$ cat config.mk
export PLATFORM = sky130hd
export DESIGN_NAME = uart_rx_fifo
export DESIGN_NICKNAME = d
export VERILOG_FILES = /design/src/rtl/uart_rx_fifo.sv
export SDC_FILE = /design/constraint.sdc
export NUM_CORES = 1
export LEC_CHECK = 0
export CORE_ASPECT_RATIO = 0.75
export CORE_UTILIZATION = 25
export CTS_CLUSTER_SIZE = 25
export DETAILED_ROUTE_END_ITERATION = 10
export GPL_ROUTABILITY_DRIVEN = 0
export GPL_TIMING_DRIVEN = 0
export HOLD_SLACK_MARGIN = 0.03
export PLACE_DENSITY = 0.49
export SETUP_SLACK_MARGIN = 0.02
export SLEW_MARGIN = 20
export SYNTH_ARGS = -nofsm -noshare
export SYNTH_HDL_FRONTEND = slang
export SYNTH_SLANG_ARGS = --single-unit
$ cat constraint.sdc
create_clock -name clk -period 4 [get_ports clk]
set_clock_uncertainty 0.2 [all_clocks]
set_input_delay 0.8 -clock clk [delete_from_list [all_inputs] [get_ports clk]]
set_output_delay 0.8 -clock clk [all_outputs]
set_load 0.01 [all_outputs]
$ cat src/rtl/uart_rx_fifo.sv
// Receive-side byte FIFO behind uart_rx: first-word fall-through read port, fill level,
// sticky overflow and saturating parity-error count. Optional macro: RX_FIFO_PARITY_DROP_EN.
module uart_rx_fifo #(
    parameter int DEPTH = 16,
    parameter int WIDTH = 8
) (
    input  logic                       clk,
    input  logic                       reset,
    input  logic [WIDTH-1:0]           wr_data,
    input  logic                       wr_valid,
    input  logic                       wr_perr,
    input  logic                       clear,
    output logic [WIDTH-1:0]           rd_data,
    output logic                       rd_valid,
    input  logic                       rd_ready,
    output logic [$clog2(DEPTH):0]     count,
    output logic                       full,
    output logic                       empty,
    output logic                       overflow,
    output logic [7:0]                 perr_cnt
);

    localparam int AW = $clog2(DEPTH);
    localparam int CW = AW + 1;

    logic [WIDTH-1:0] mem [DEPTH];
    logic [AW-1:0]    wr_ptr_q, wr_ptr_d;
    logic [AW-1:0]    rd_ptr_q, rd_ptr_d;
    logic [CW-1:0]    count_q, count_d;
    logic             overflow_q, overflow_d;
    logic [7:0]       perr_cnt_q, perr_cnt_d;

    logic wr_accept;
    logic push;
    logic pop;
    logic drop_full;
    logic full_w;
    logic empty_w;

    assign full_w  = (count_q == CW'(DEPTH));
    assign empty_w = (count_q == '0);

    // Parity-failed bytes can be excluded from storage entirely; they still count as errors.
`ifdef RX_FIFO_PARITY_DROP_EN
    assign wr_accept = wr_valid && !wr_perr;
`else
    assign wr_accept = wr_valid;
`endif

    assign pop       = !empty_w && rd_ready && !clear;
    assign push      = wr_accept && !clear && (!full_w || pop);
    assign drop_full = wr_accept && !clear && full_w && !pop;

    always_comb begin
        wr_ptr_d   = wr_ptr_q;
        rd_ptr_d   = rd_ptr_q;
        count_d    = count_q;
        overflow_d = overflow_q;
        perr_cnt_d = perr_cnt_q;
        if (clear) begin
            wr_ptr_d   = '0;
            rd_ptr_d   = '0;
            count_d    = '0;
            overflow_d = 1'b0;
            perr_cnt_d = '0;
        end else begin
            if (push) wr_ptr_d = wr_ptr_q + AW'(1);
            if (pop)  rd_ptr_d = rd_ptr_q + AW'(1);
            if (push && !pop)      count_d = count_q + CW'(1);
            else if (pop && !push) count_d = count_q - CW'(1);
            if (drop_full) overflow_d = 1'b1;
            if (wr_valid && wr_perr && (perr_cnt_q != 8'hFF))
                perr_cnt_d = perr_cnt_q + 8'd1;
        end
    end

    always_ff @(posedge clk or negedge reset) begin
        if (!reset) begin
            wr_ptr_q   <= '0;
            rd_ptr_q   <= '0;
            count_q    <= '0;
            overflow_q <= 1'b0;
            perr_cnt_q <= '0;
        end else begin
            wr_ptr_q   <= wr_ptr_d;
            rd_ptr_q   <= rd_ptr_d;
            count_q    <= count_d;
            overflow_q <= overflow_d;
            perr_cnt_q <= perr_cnt_d;
        end
    end

    // Storage is intentionally not reset; empty gating below hides stale contents.
    always_ff @(posedge clk) begin
        if (push) mem[wr_ptr_q] <= wr_data;
    end

    assign rd_valid = !empty_w;
    assign rd_data  = empty_w ? '0 : mem[rd_ptr_q];
    assign count    = count_q;
    assign full     = full_w;
    assign empty    = empty_w;
    assign overflow = overflow_q;
    assign perr_cnt = perr_cnt_q;

endmodule

* Yosys cells after proc, flatten, opt, wreduce, memory -nomap -nowiden
Memories as Yosys holds them, arrays and structs flattened.
Index checks and enable logic that the tools add are counted.
** Storage, ports and cells
- Register bits :: 22
- Bits in writable memories :: 128
- Bits of input ports :: 14
- Output and inout port bits :: 25
- Memories :: 1
** Operators by class
- Add/sub/neg operators :: 5
- Eq/ne operators :: 2
- Multiplexer cells :: 14
- Reduce and logical (&&, ||, !) cells :: 22
** Memory list
- mem :: words 16, bits a word 8, rd ports 1, clocked after memory_dff 0, write ports 1, line 26 : logic [WIDTH-1:0] mem [DEPTH];
** Operator list (count)
- $mux 8 :: 3
- $mux 4 :: 4
- $mux 5 :: 3
- $logic_and 1x1->1 :: 10
- $add 4x1->4 const B :: 2
- $add 8x1->8 const B :: 1
- $ne 8x8->1 const B :: 1
- $reduce_bool 2->1 :: 4
- $add 5x1->5 const B :: 1
- $eq 5x5->1 const B :: 1
- $logic_not 1->1 :: 5
- $logic_not 5->1 :: 1
- $sub 5x1->5 const B :: 1
- $mux 1 :: 4
- $reduce_bool 3->1 :: 1
- $logic_or 1x1->1 :: 1

* Logic depth before layout (Yosys ltp)
Gate-level depths: netlist (run 1).
- Depth after elaboration :: 11
- Depth in mapped cells :: 9
- Depth with buffers taken out :: 8

* Worst setup path before layout (run 1)
Ideal clock, no wire load.
- Kind :: reg-to-reg
- Start :: register count_q[1], in the netlist count[1]
- End :: register count_q[4], in the netlist count[4]
- Setup time :: 0.083 ns
- Data arrival time :: 2.605 ns
- Data required time :: 3.717 ns
- Setup slack :: 1.112 ns
- Cell stages (with the launch flop) :: 9
- Path buffers :: 0
- Period minus slack after synthesis :: 2.888 ns
- Cells stage by stage :: dfrtp_1 > nor4_2 > mux2_4 > nand2b_1 > fa_1 > a21o_1 > a21oi_1 > mux2_2 > o21ai_0
** Between the ends
- Longest elaborated chain between the ends :: 9
** RTL lines
- start: declaration :: line 29 : logic [CW-1:0] count_q, count_d;
- start signal: assignment :: line 87 : count_q <= count_d;
- parallel branches: the longest is 9 deep, another holds $sub 5x1->5
Several ways; the timed one is not identified. The select of a mux whose other input is x is not followed.
A chain may end at the register's enable or synchronous reset.

* Final worst setup path (run 1)
- Start :: register rd_ptr_q[0]
- End :: output rd_data[2]
** Between the ends
- Longest elaborated chain between the ends :: 2
** RTL lines
- start: declaration :: line 28 : logic [AW-1:0] rd_ptr_q, rd_ptr_d;
- start signal: assignment :: line 86 : rd_ptr_q <= rd_ptr_d;
- $mem_v2 16x8
- $mux 8 :: line 99 : assign rd_data = empty_w ? '0 : mem[rd_ptr_q];
- end: declaration :: line 13 : output logic [WIDTH-1:0] rd_data,
No other way between the ends.

==> results.toml, run 1 <==
[status]
outcome = "completed"

[place]
io_buffers = 37
placed_area_mm2 = 0.00731
dp_hpwl_mm = 10.1
dp_slack_ns = 0.303

[worst_setup_path]
start_kind = "register"
critical_path_class = "reg2out"
rrSetupSlack_ns = 0.77
endpoint_kind = "output port"
critPathLaunch = "rd_ptr_q[0]"
cp_max_fo = 10
cp_data_arrival_time_ns = 2.86
reg2reg_to = "count[4]"
reg2reg_depth = 8
worstPathRequired_ns = 3.00
critPathCapture = "rd_data[2]"
rr_startpoint = "count[1]"

[clock_tree]
numCtsBuffers = 17
htree_levels = 4
clk_latency_ns = 0.42
cts_buffer_depth = 2
clkTransAtPathRegs_ns = 0.07
cts_setup_buffers = 0
postCtsHoldBufs = 0
cts.sinks = 150
cts-root-buf = "clkbuf_16"
cts_tree = "done"

[sta]
fmax_mhz = 259
fin_crit_sh = 0.965
fin_ws_ns = 0.141
rsz0062_at_grt = "false"
finalSetupTns_ns = 0
tightest_slew_ns = 0.909
finalHoldViolCount = 0
fin_hold_ws_ns = 0.151
min_period_ns = 3.86
slew_headroom = 0.392
drv_slew = 0
finalSetupViolations = 0

[yosys]
synth-seq-cells = 150
netlist.top_cell.by_area = "edfxtp_1"
yosysWarningCount = 0
synth_cell_types = 50
yosys.area.top_type_share = 0.594
synth-edff-count = 128
yosys_most_used_dff = "edfxtp_1"
async_flop_share = 0.147
ys_seq_area_frac = 0.679
syn_avg_cell_area_um2 = 17.4
netlist_area_mm2 = 0.00647
synth.net_count = 398
synthTopCellsByArea = "edfxtp_1, mux4_2, dfrtp_1"
synth_cells = 373

[floorplanning]
die_x_um = 188
die_y_um = 141
die_area_mm2 = 0.0266
core_area_mm2 = 0.0252
ios = 39
start_util = 0.257
fp-row-count = 50

[detailed_routing]
drc = 0
wl_per_cell_um = 18.6
vias = 3537
routed_via_density = 4.51
initialDrtViolationCount = 236
routed_wl_mm = 14.6
first_pass_iters = 4
ant_nets = 0

[global_route]
grtUsageTotal = 0.116
grt_max_degree = 23
grt-ovfl-total = 0
grt_pass1_vias = 3558
antenna_found_initial = 0
grt_pass1_wl_mm = 22.4

[cells_and_area]
nFillCells = 2442
layout_commonest_cell = "edfxtp_1"
final_cell_mix = "edfxtp_1, clkdlybuf4s50_1, mux4_2"
nNetsFinal = 458
n_antenna_cell = 0
multiInputGateArea_mm2 = 0.00199
syn_to_final_growth_pct = 22.3
regArea_mm2 = 0.00439
layout-drive-gt1-share = 0.247
final_cell_area_mm2 = 0.00792

[pwr]
p_leak_nw = 2.58
p_per_area_mw_per_mm2 = 609
power.total_mw = 4.82
ir_drop_mv = 0.309

[job]
maxCapViolCount = 0

[hold_path]
hold_class = "in2async"
==> cell families (layout without fill, tap and decap cells) <==
logic type	Yosys count	in the layout	share of synthesized area
flip-flops	150	150	0.679
AND/OR/NAND/NOR	81	81	0.0717
multiplexers	47	47	0.136
AO/OA/AOI/OAI	45	45	0.0529
buffers and inverters	28	101	0.0238
adder cells (fa/ha/maj)	11	11	0.0224
XOR/XNOR	11	11	0.0149
==> where the power goes <==
| group | total, mW | switching [mW] | internal [mW] |
|---|---|---|---|
| Combinational | 1.49 | 0.762 | 0.727 |
| Sequential | 1.80 | 0.0517 | 1.75 |
| Clock | 1.53 | 0.705 | 0.822 |
==> registers in the layout, indices dropped and copies added (netlist names) <==
signal,flops
mem,128
perr_cnt,8
count,5
rd_ptr_q,4
wr_ptr_q,4
overflow,1
==> routing by layer <==
layer / up-vias / GRT usage / wire length, um
li1: 1603 / - / -
met1: 1848 / 0.163 / 6950
met2: 76 / 0.180 / 6790
met3: 10 / 0.0302 / 762
met4: 0 / 0.0261 / 110
met5: - / 0 / 0
==> cells in the mapped netlist (8+ instances only) <==
master and instances:
a211oi_1 17, a21oi_1 9, and2_1 8, dfrtp_1 22, edfxtp_1 128, ha_1 10
inv_1 8, mux2i_1 12, mux4_2 32, nor2_1 25, nor2b_1 12, xor2_1 8
==> timing repair <==
item | CTS | global route
resized for setup | 4 | 7
endpoints found under the setup margin | 6 | 5
pin swaps | 0 | 0
==> worst max-delay path, cell delays in order, from the launching register on <==
cell             delay [ns]
dfrtp_1                0.37
buf_6                  0.17
buf_8                  0.19
buf_6                  0.20
mux4_2                 0.54
mux2i_2                0.29
a211oi_2               0.15
clkdlybuf4s50_1        0.52
==> metrics by stage <==
| step | cells | util |
|---|---|---|
| 2_1_floorplan | 373 | - |
| 3_3_place_gp | 748 | 0.288 |
| 3_5_place_dp | 752 | 0.290 |
| 4_1_cts | 784 | 0.313 |
| 5_1_grt | 784 | 0.314 |
| 6_report | 784 | 0.314 |
==> area by class of cell <==
class / count / area share
plain buffers: 20 / 0.0161
clock buffers: 17 / 0.0537
clock inverters: 15 / 0.0172
inverters: 8 / 0.00379
multi-input cells: 195 / 0.252
flip-flops and latches: 150 / 0.555
well taps: 338 / 0.0534
repair buffers: 41 / 0.0487
==> worst min-delay path by stage <==
stage / to / cells after the start / from / slack (ns)
finish: perr_cnt[0] / 1 / reset / 0.15
global route: perr_cnt[4] / 1 / reset / 0.20
CTS: overflow / 2 / overflow / 0.35
detailed placement: overflow / 2 / overflow / 0.33
global placement: overflow / 2 / overflow / 0.31
floorplan: count[0] / 0 / reset / 0.30
No activity file was read; power rests on OpenSTA's default activity.
==> run 2, diff against run 1 <==
Settings changed: CORE_UTILIZATION 25 to 59, HOLD_SLACK_MARGIN 0.03 to not set, PLACE_DENSITY 0.49 to 0.88.
==> run 2 against run 1 <==
  * Sequential power barely moved
  * Hold slack got worse by 0.0048 ns
  * Critical endpoint is now rd_data[4]
  * Maximum frequency rose by 0.49%
  * Non-clock buffer count did not move
  * Sequential share of layout area rose by 2.1 points
==> results.toml, run 2 (same netlist as run 1, synthesis figures left out) <==
[global_route]
grt_max_degree = 23
antenna_found_initial = 0
grtUsageTotal = 0.266
grt_pass1_wl_mm = 21.0
grt-ovfl-total = 0
grt_pass1_vias = 3807

[detailed_routing]
initialDrtViolationCount = 366
routed_via_density = 6.29
drc = 0
routed_wl_mm = 13.7
first_pass_iters = 5
met1_length_mm = 5.57
vias = 3660
wl_met3_um = 934
wl_per_cell_um = 23.5
ant_nets = 0
met2_length_mm = 6.95
top_layer_used = "met4"

[floorplanning]
die_y_um = 92.7
start_util = 0.617
ios = 39
die_x_um = 123
die_area_mm2 = 0.0114
core_area_mm2 = 0.0105
fp-row-count = 32

[pwr]
ir_drop_mv = 0.349
p_per_area_mw_per_mm2 = 625
power_frac_clock = 0.321
p_switching_mw = 1.44
combPwrFrac = 0.301
power_frac_seq = 0.378
switching_share = 0.302
power.internal_mw = 3.33
p_leak_nw = 2.56

[sta]
drv_slew = 0
finalHoldViolCount = 0
fin_ws_ns = 0.160
rsz0062_at_grt = "false"
min_period_ns = 3.84
fin_crit_sh = 0.960
slew_headroom = 0.439
fmax_mhz = 260
finalSetupTns_ns = 0
tightest_slew_ns = 0.838
finalSetupViolations = 0

[clock_tree]
postCtsHoldBufs = 0
htree_levels = 4
cts_buffer_depth = 2
cts-root-buf = "clkbuf_16"
clkTransAtPathRegs_ns = 0.06
cts_tree = "done"
cts_setup_buffers = 0
clk_latency_ns = 0.42
cts.sinks = 150
numCtsBuffers = 17

[place]
dp_slack_ns = 0.340
dp_hpwl_mm = 8.85
io_buffers = 37

[worst_setup_path]
path_common_cell = "a211oi_1"
endpoint_kind = "output port"
path_cells = "buf_6 > buf_8 > mux4_2 > nor2b_1 > a211oi_1 > a211oi_1 > clkdlybuf4s50_1"
crit_slowest_cell = "clkdlybuf4s50_1"
cp.buffers_inverters = 3
crit_path_max_incr_delay_ns = 0.52
worstPathRequired_ns = 3.00
cp_data_arrival_time_ns = 2.84
critPathTopFamily = "buffers and inverters"
critical_path_class = "reg2out"
start_kind = "register"
cp_max_fo = 10

[cells_and_area]
syn_to_final_growth_pct = 17.9
final_cell_mix = "edfxtp_1, clkdlybuf4s50_1, mux4_2"
layout-drive-gt1-share = 0.229
n_antenna_cell = 0
layout_commonest_cell = "edfxtp_1"
regMostFlops = "mem"
nNetsFinal = 458
largest_reg_flops = 128

[hold_path]
hold_class = "in2async"

[job]
maxCapViolCount = 0

[status]
outcome = "completed"
## run 2: cell types whose count changed in the layout (fill, tap and decap cells not counted), sizes merged
cell,change
inv,-3
clkinvlp,+2
buf,-1
bufinv,+1
clkbuf,+1
## run 2: final cells by class
class | instances | area [um^2]
multi-input cells | 195 | 1950
clock inverters | 15 | 148
plain buffers | 20 | 128
clock buffers | 17 | 425
fillers | 637 | 2860
inverters | 8 | 30.0
well taps | 136 | 170
repair buffers | 41 | 385
flip-flops and latches | 150 | 4390
## run 2: power groups by stage
stage                     Combinational, mW  Clock, mW  Sequential (mW)
final                                  1.44       1.53             1.80
after global routing                   1.54       1.60             1.81
after CTS                              1.44       1.55             1.80
after detailed placement               1.41          0             1.83
after global placement                 1.36          0             1.83
after floorplan                       0.930          0             1.83
## run 2: stage by stage
stage	area (um^2)	std cells	utilization	power, mW	hold WS, ns
after detailed placement	7060	550	0.673	3.24	0.311
after floorplan	6470	373	-	2.76	0.304
after global routing	7630	582	0.728	4.95	0.174
final	7630	582	0.728	4.77	0.146
after CTS	7630	582	0.728	4.79	0.326
after global placement	7020	546	0.669	3.19	0.297
## run 2: metal layers
| layer | vias to the layer above | global-route usage |
|---|---|---|
| met2 | 152 | 0.433 |
| met5 | - | 0 |
| met3 | 22 | 0.0720 |
| li1 | 1603 | - |
| met1 | 1883 | 0.346 |
| met4 | 0 | 0.0986 |
## run 2: final timing paths
check / start / to / slack, ns / depth (start not counted)
max in group asynchronous: reset / rd_ptr_q[2] / 3.10 / 1
worst min register to register: overflow / overflow / 0.32 / 2
worst min-delay path: reset / perr_cnt[7] / 0.15 / 1
worst max-delay path: rd_ptr_q[0] / rd_data[4] / 0.16 / 7
worst max register to register: count[1] / count[4] / 0.78 / 8
min in group clk: overflow / overflow / 0.32 / 2
## run 2: timing repair
action / 4_1_cts / 5_1_grt
hold endpoints to repair: 0 / 0
gates resized for setup: 1 / 1
pin swaps: 0 / 0
setup endpoints to repair: 3 / 2
==> RTL edit 1: new RTL, config.mk and constraints of run 1 <==
`DEPTH`: 16 -> 8.
--- a/src/rtl/uart_rx_fifo.sv
+++ b/src/rtl/uart_rx_fifo.sv
@@ -2,5 +2,5 @@
 // sticky overflow and saturating parity-error count. Optional macro: RX_FIFO_PARITY_DROP_EN.
 module uart_rx_fifo #(
-    parameter int DEPTH = 16,
+    parameter int DEPTH = 8,
     parameter int WIDTH = 8
 ) (
Interface: changed (resized count); port bits go from 39 to 38. No check against the original RTL was run, so the function may have changed too.
==> RTL edit 1 against run 1 <==
Worst setup slack improved by 0.19 ns. Critical endpoint is now rd_data[0]. Sequential power fell by 43%. Area after synthesis fell by 45%. Power fell by 47%. Sequential cell count fell by 67. Wire length fell by 51%. Final area fell by 43%. Highest routed layer unchanged. Final cell count fell by 42%. Global-route usage fell by 1.2 points.
==> RTL edit 1: results (changes against run 1) <==
Run status
  • Result of the run: complete, no violations

Timing
  • Slew Viols, Final: 0 (unchanged)
  • Min Clock Period, post-route: 3.67 ns (-0.191 ns)
  • Worst slew pin tran: 0.899 ns (-0.00915 ns)

Drt
  • Iteration-0 DRC count of the detailed router: 145 (-39%)
  • Drt wl/cell: 15.8 um (-15%)
  • Routed WL: 7.13 mm (-51%)
  • Pre-antenna DRT Iters: 4 (unchanged)
  • Post-DR vias/cell: 4.42 (-2.0%)

Hold path
  • Min-delay worst type: reg2reg
  • Hold depth: 2

Critical path
  • Worst reg2reg endpoint: count[3]
  • Critical path data arrival time: 2.67 ns (-0.19 ns)
  • R2R cell count: 9 (+1)
  • Crit path capture: rd_data[0]
  • R2r startpoint: count[1]
  • Reg2reg setup slack: 1.22 ns (+0.45 ns)

Pwr
  • VDD IR max: 0.230 mV (-26%)
  • LEAKAGE: 1.52 nW (-41%)

Synth
  • Async set-or-reset flop fraction in the synthesized netlist: 22.9% (+8.2 points)
  • Yosys warning count: 0 (unchanged)
  • Post-synth cell types: 40 (-20%)
  • Largest cells by area after synthesis: edfxtp_1 54%, dfrtp_1 13%, mux4_2 10%
  • Mean Syn Cell Area: 15.8 sq um (-9.0%)
  • EDFF count, synth: 64 (-50%)
  • Register area share after synthesis: 67.2% (-0.71 points)
  • Syn Nets: 246 (-38%)
  • Top post-synthesis cells by count: 64 x edfxtp_1, 32 x nor2_1, 19 x dfrtp_1

Finish
  • Layout cell share with drive strength beyond 1: 14.8% (-9.9 points)
  • Largest register FFs: 64 (-50%)
  • Layout Nets: 293 (-36%)

Global routing
  • Largest net degree at the start of global routing: 20 (-13%)
  • Vias in the first global route: 1,944 (-45%)
  • First-pass GRT wire length: 11.3 mm (-50%)
  • Gr usage total: 10.4% (-1.2 points)

CTS
  • H-tree lvl count: 3 (-1)
  • Clock Latency Late Sink: 0.33 ns (-0.09 ns)
  • Clock transition at path regs: 0.06 ns
  • Root buffer cell: clkbuf_16
  • CTS buffer count: 9 (-8)
  • Post-CTS setup buffers: 0 (unchanged)

Placed design
  • Placed Area: 4160 sq um (-43%)
  • Port bufs: 36 (-2.7%)
  • Final HPWL DP: 4.91 mm (-52%)
  • Worst slack at placement: 0.344 ns (+0.0403 ns)
  • Placed cells: 437 (-42%)
-- RTL edit 1: worst min path at each step --
| stage | slack, ns | end | from |
|---|---|---|---|
| finish | 0.31 | overflow | overflow |
| global route | 0.37 | overflow | overflow |
| global placement | 0.31 | overflow | overflow |
| detailed placement | 0.31 | overflow | overflow |
| CTS | 0.33 | overflow | overflow |
| floorplan | 0.30 | count[0] | reset |
-- RTL edit 1: power by group --
part / internal [mW] / switching [mW] / total [mW]
registers: 0.974 / 0.0494 / 1.02
logic: 0.353 / 0.322 / 0.674
clock network: 0.545 / 0.319 / 0.864
total: 1.87 / 0.690 / 2.56
-- RTL edit 1: logic make-up after synthesis --
kind of cell / share of synthesized area [%]
xor gates and xnor gates: 1.96
buffers and inverters: 1.54
DFF: 67.2
AOI/OAI and AO/OA: 3.72
muxes: 14.8
adders and majority gates: 2.31
and+or+nand+nor: 8.52
-- RTL edit 1: critical path, cell delays in order, from the launching register on --
cell and delay, ns:
dfrtp_1 0.34, buf_2 0.29, buf_2 0.41, mux4_2 0.57, mux2i_1 0.15, nor2_1 0.07, clkdlybuf4s50_1 0.50
-- RTL edit 1: per-layer routing --
metal	share of wire, %	routed length, um	up-vias	GRT usage (%)
met5	0	0	-	0
met4	1.3	93	0	4.00
met3	3.4	242	7	3.13
met2	47	3350	29	15.8
met1	48	3440	1001	14.1
li1	-	-	962	-
-- RTL edit 1: timing repair --
item | CTS | global route
endpoints found under the setup margin | 0 | 3
endpoints found under the hold margin | 0 | 0
resized for setup | 0 | 2
hold buffers | 0 | 0
-- RTL edit 1: layout make-up --
type / instances / area [sq um]
buffer: 9 / 37.5
inverter: 5 / 18.8
tap: 175 / 219
multi-input combinational: 129 / 1130
sequential: 83 / 2400
timing repair buffer: 36 / 360
clock buffer: 9 / 225
fill: 1321 / 9370
clock inverter: 6 / 90.1
==> RTL edit 2: new RTL, flow settings as in run 1 <==
Without the edit above. Register the output `count` once more, without a reset; this adds one clock of latency there. The other outputs are not delayed to match.
--- a/src/rtl/uart_rx_fifo.sv
+++ b/src/rtl/uart_rx_fifo.sv
@@ -98,5 +98,7 @@
     assign rd_valid = !empty_w;
     assign rd_data  = empty_w ? '0 : mem[rd_ptr_q];
-    assign count    = count_q;
+    always_ff @(posedge clk) begin
+        count <= count_q;
+    end
     assign full     = full_w;
     assign empty    = empty_w;
Formal check against the unedited RTL: not equivalent (Yosys sat finds a counterexample within 4 cycles, from zero or initial values and one cycle with reset low).
==> RTL edit 2 against run 1 <==
Final area grew 1.1%. Largest power group unchanged. Clock power grew 3%. Worst setup slack gained 0.0019 ns. Area after synthesis grew 1.5%. Wire length grew 1.9%. Highest routed layer unchanged. Largest cell class unchanged. Power grew 1.9%. Sequential cell count grew 5. Core utilization shrank 0.51 points. Critical path type unchanged.
==> RTL edit 2: results (changes against run 1) <==
Critical path
  • Top delay family on crit path: buffers and inverters
  • R2R cell count: 8 (unchanged)
  • Worst reg2reg endpoint: count_q[4]
  • CP max stage cell: mux4_2
  • Crit path capture: rd_data[3]
  • Critical path data arrival time: 2.86 ns (about the same)
  • R2r startpoint: count_q[1]
  • Reg2reg setup slack: 0.73 ns (-0.04 ns)
  • Crit Path Max Fanout: 10 (unchanged)

Placed design
  • Final HPWL DP: 10.2 mm (+0.61%)
  • Port bufs: 37 (unchanged)

Drt
  • Routed wl met2: 7.15 mm (+5.3%)
  • Routed vias: 3,535 (-0.057%)
  • Routed WL: 14.9 mm (+1.9%)
  • WL met1: 7.19 mm (+3.5%)
  • Iteration-0 DRC count of the detailed router: 163 (-31%)
  • WL met3: 395 um (-48%)
  • Pre-antenna DRT Iters: 4 (unchanged)

Synth
  • Register area share after synthesis: 68.4% (+0.49 points)
  • Mux contribution to synthesized area: 13.4% (-0.21 points)
  • Compound-Gate Fraction of Synth Area: 5.21% (-0.081 points)
  • Post-synthesis share of cell area spent on xor and xnor gates: 1.47% (-0.023 points)
  • Top-area cell type share of the netlist area: 58.5% (-0.90 points)
  • EDFF count, synth: 128 (unchanged)
  • Top post-synthesis cells by count: 128 x edfxtp_1, 32 x mux4_2, 25 x nor2_1
  • Yosys warning count: 0 (unchanged)
  • Post-synth cell types: 51 (+2.0%)
  • Async set-or-reset flop fraction in the synthesized netlist: 14.2% (-0.47 points)
  • Adder-cell share of the synthesized area: 2.21% (-0.034 points)
  • Syn Nets: 403 (+1.3%)
  • Largest cells by area after synthesis: edfxtp_1 58%, mux4_2 11%, dfrtp_1 8.4%

Finish
  • Layout Nets: 463 (+1.1%)
  • # diodes: 0 (unchanged)
  • Layout cell share with drive strength beyond 1: 22.7% (-2.0 points)
  • Biggest register: mem
  • Largest register FFs: 128 (unchanged)

CTS
  • Clock Latency Late Sink: 0.41 ns
  • Clock Path Buffers: 2 (unchanged)
  • Post-CTS Hold Fix Bufs: 0 (unchanged)
  • Post-CTS setup buffers: 0 (unchanged)
  • Clock transition at path regs: 0.06 ns
  • CTS buffer count: 17 (unchanged)
  • Post-CTS sizing: 2 (-2)

Pwr
  • LEAKAGE: 2.60 nW (+0.91%)
  • VDD IR max: 0.284 mV (-8.1%)
  • Net Switching: 1.45 mW (-4.2%)

Run status
  • Result of the run: complete, no violations

Global routing
  • First-pass GRT wire length: 22.5 mm (+0.58%)
  • Met3 Use GR: 2.81% (-0.21 points)
  • Vias in the first global route: 3,685 (+3.6%)
  • GR met1 Demand/Resource: 15.6% (-0.70 points)
  • Largest net degree at the start of global routing: 23 (unchanged)
  • GRT met2 Usage: 18.7% (+0.68 points)
  • Gr usage total: 11.6% (about the same)

Timing
  • Final hold slack: 0.170 ns (+0.0193 ns)
  • Slew headroom: 35.0% (-4.2 points)

Hold path
  • Min-delay worst type: in2async
## RTL edit 2: changes by cell type after synthesis
cell	delta
dfxtp_1	+5
## RTL edit 2: power groups by stage
stage	clock network, mW	logic [mW]	registers, mW
final	1.58	1.45	1.88
after detailed placement	0	1.46	1.91
after CTS	1.61	1.47	1.88
after global routing	1.67	1.57	1.89
after floorplan	0	0.931	1.90
after global placement	0	1.43	1.91
## RTL edit 2: area by class of cell
class / instances / area [sq um]
Clock buffer: 19 / 433
Timing Repair Buffer: 41 / 385
Clock inverter: 12 / 139
Fill cell: 2582 / 17900
Multi-Input combinational cell: 195 / 1960
Tap cell: 344 / 430
Inverter: 8 / 30.0
Sequential cell: 155 / 4490
Buffer: 20 / 128
## RTL edit 2: per-stage QoR
stage / instances / worst slack [ns] / cell area, sq um
after floorplan: 378 / 1.16 / 6580
after global placement: 759 / -0.195 / 7380
after detailed placement: 763 / 0.371 / 7420
after CTS: 794 / 0.0793 / 8000
after global routing: 794 / 0.0412 / 8000
final: 794 / 0.143 / 8000
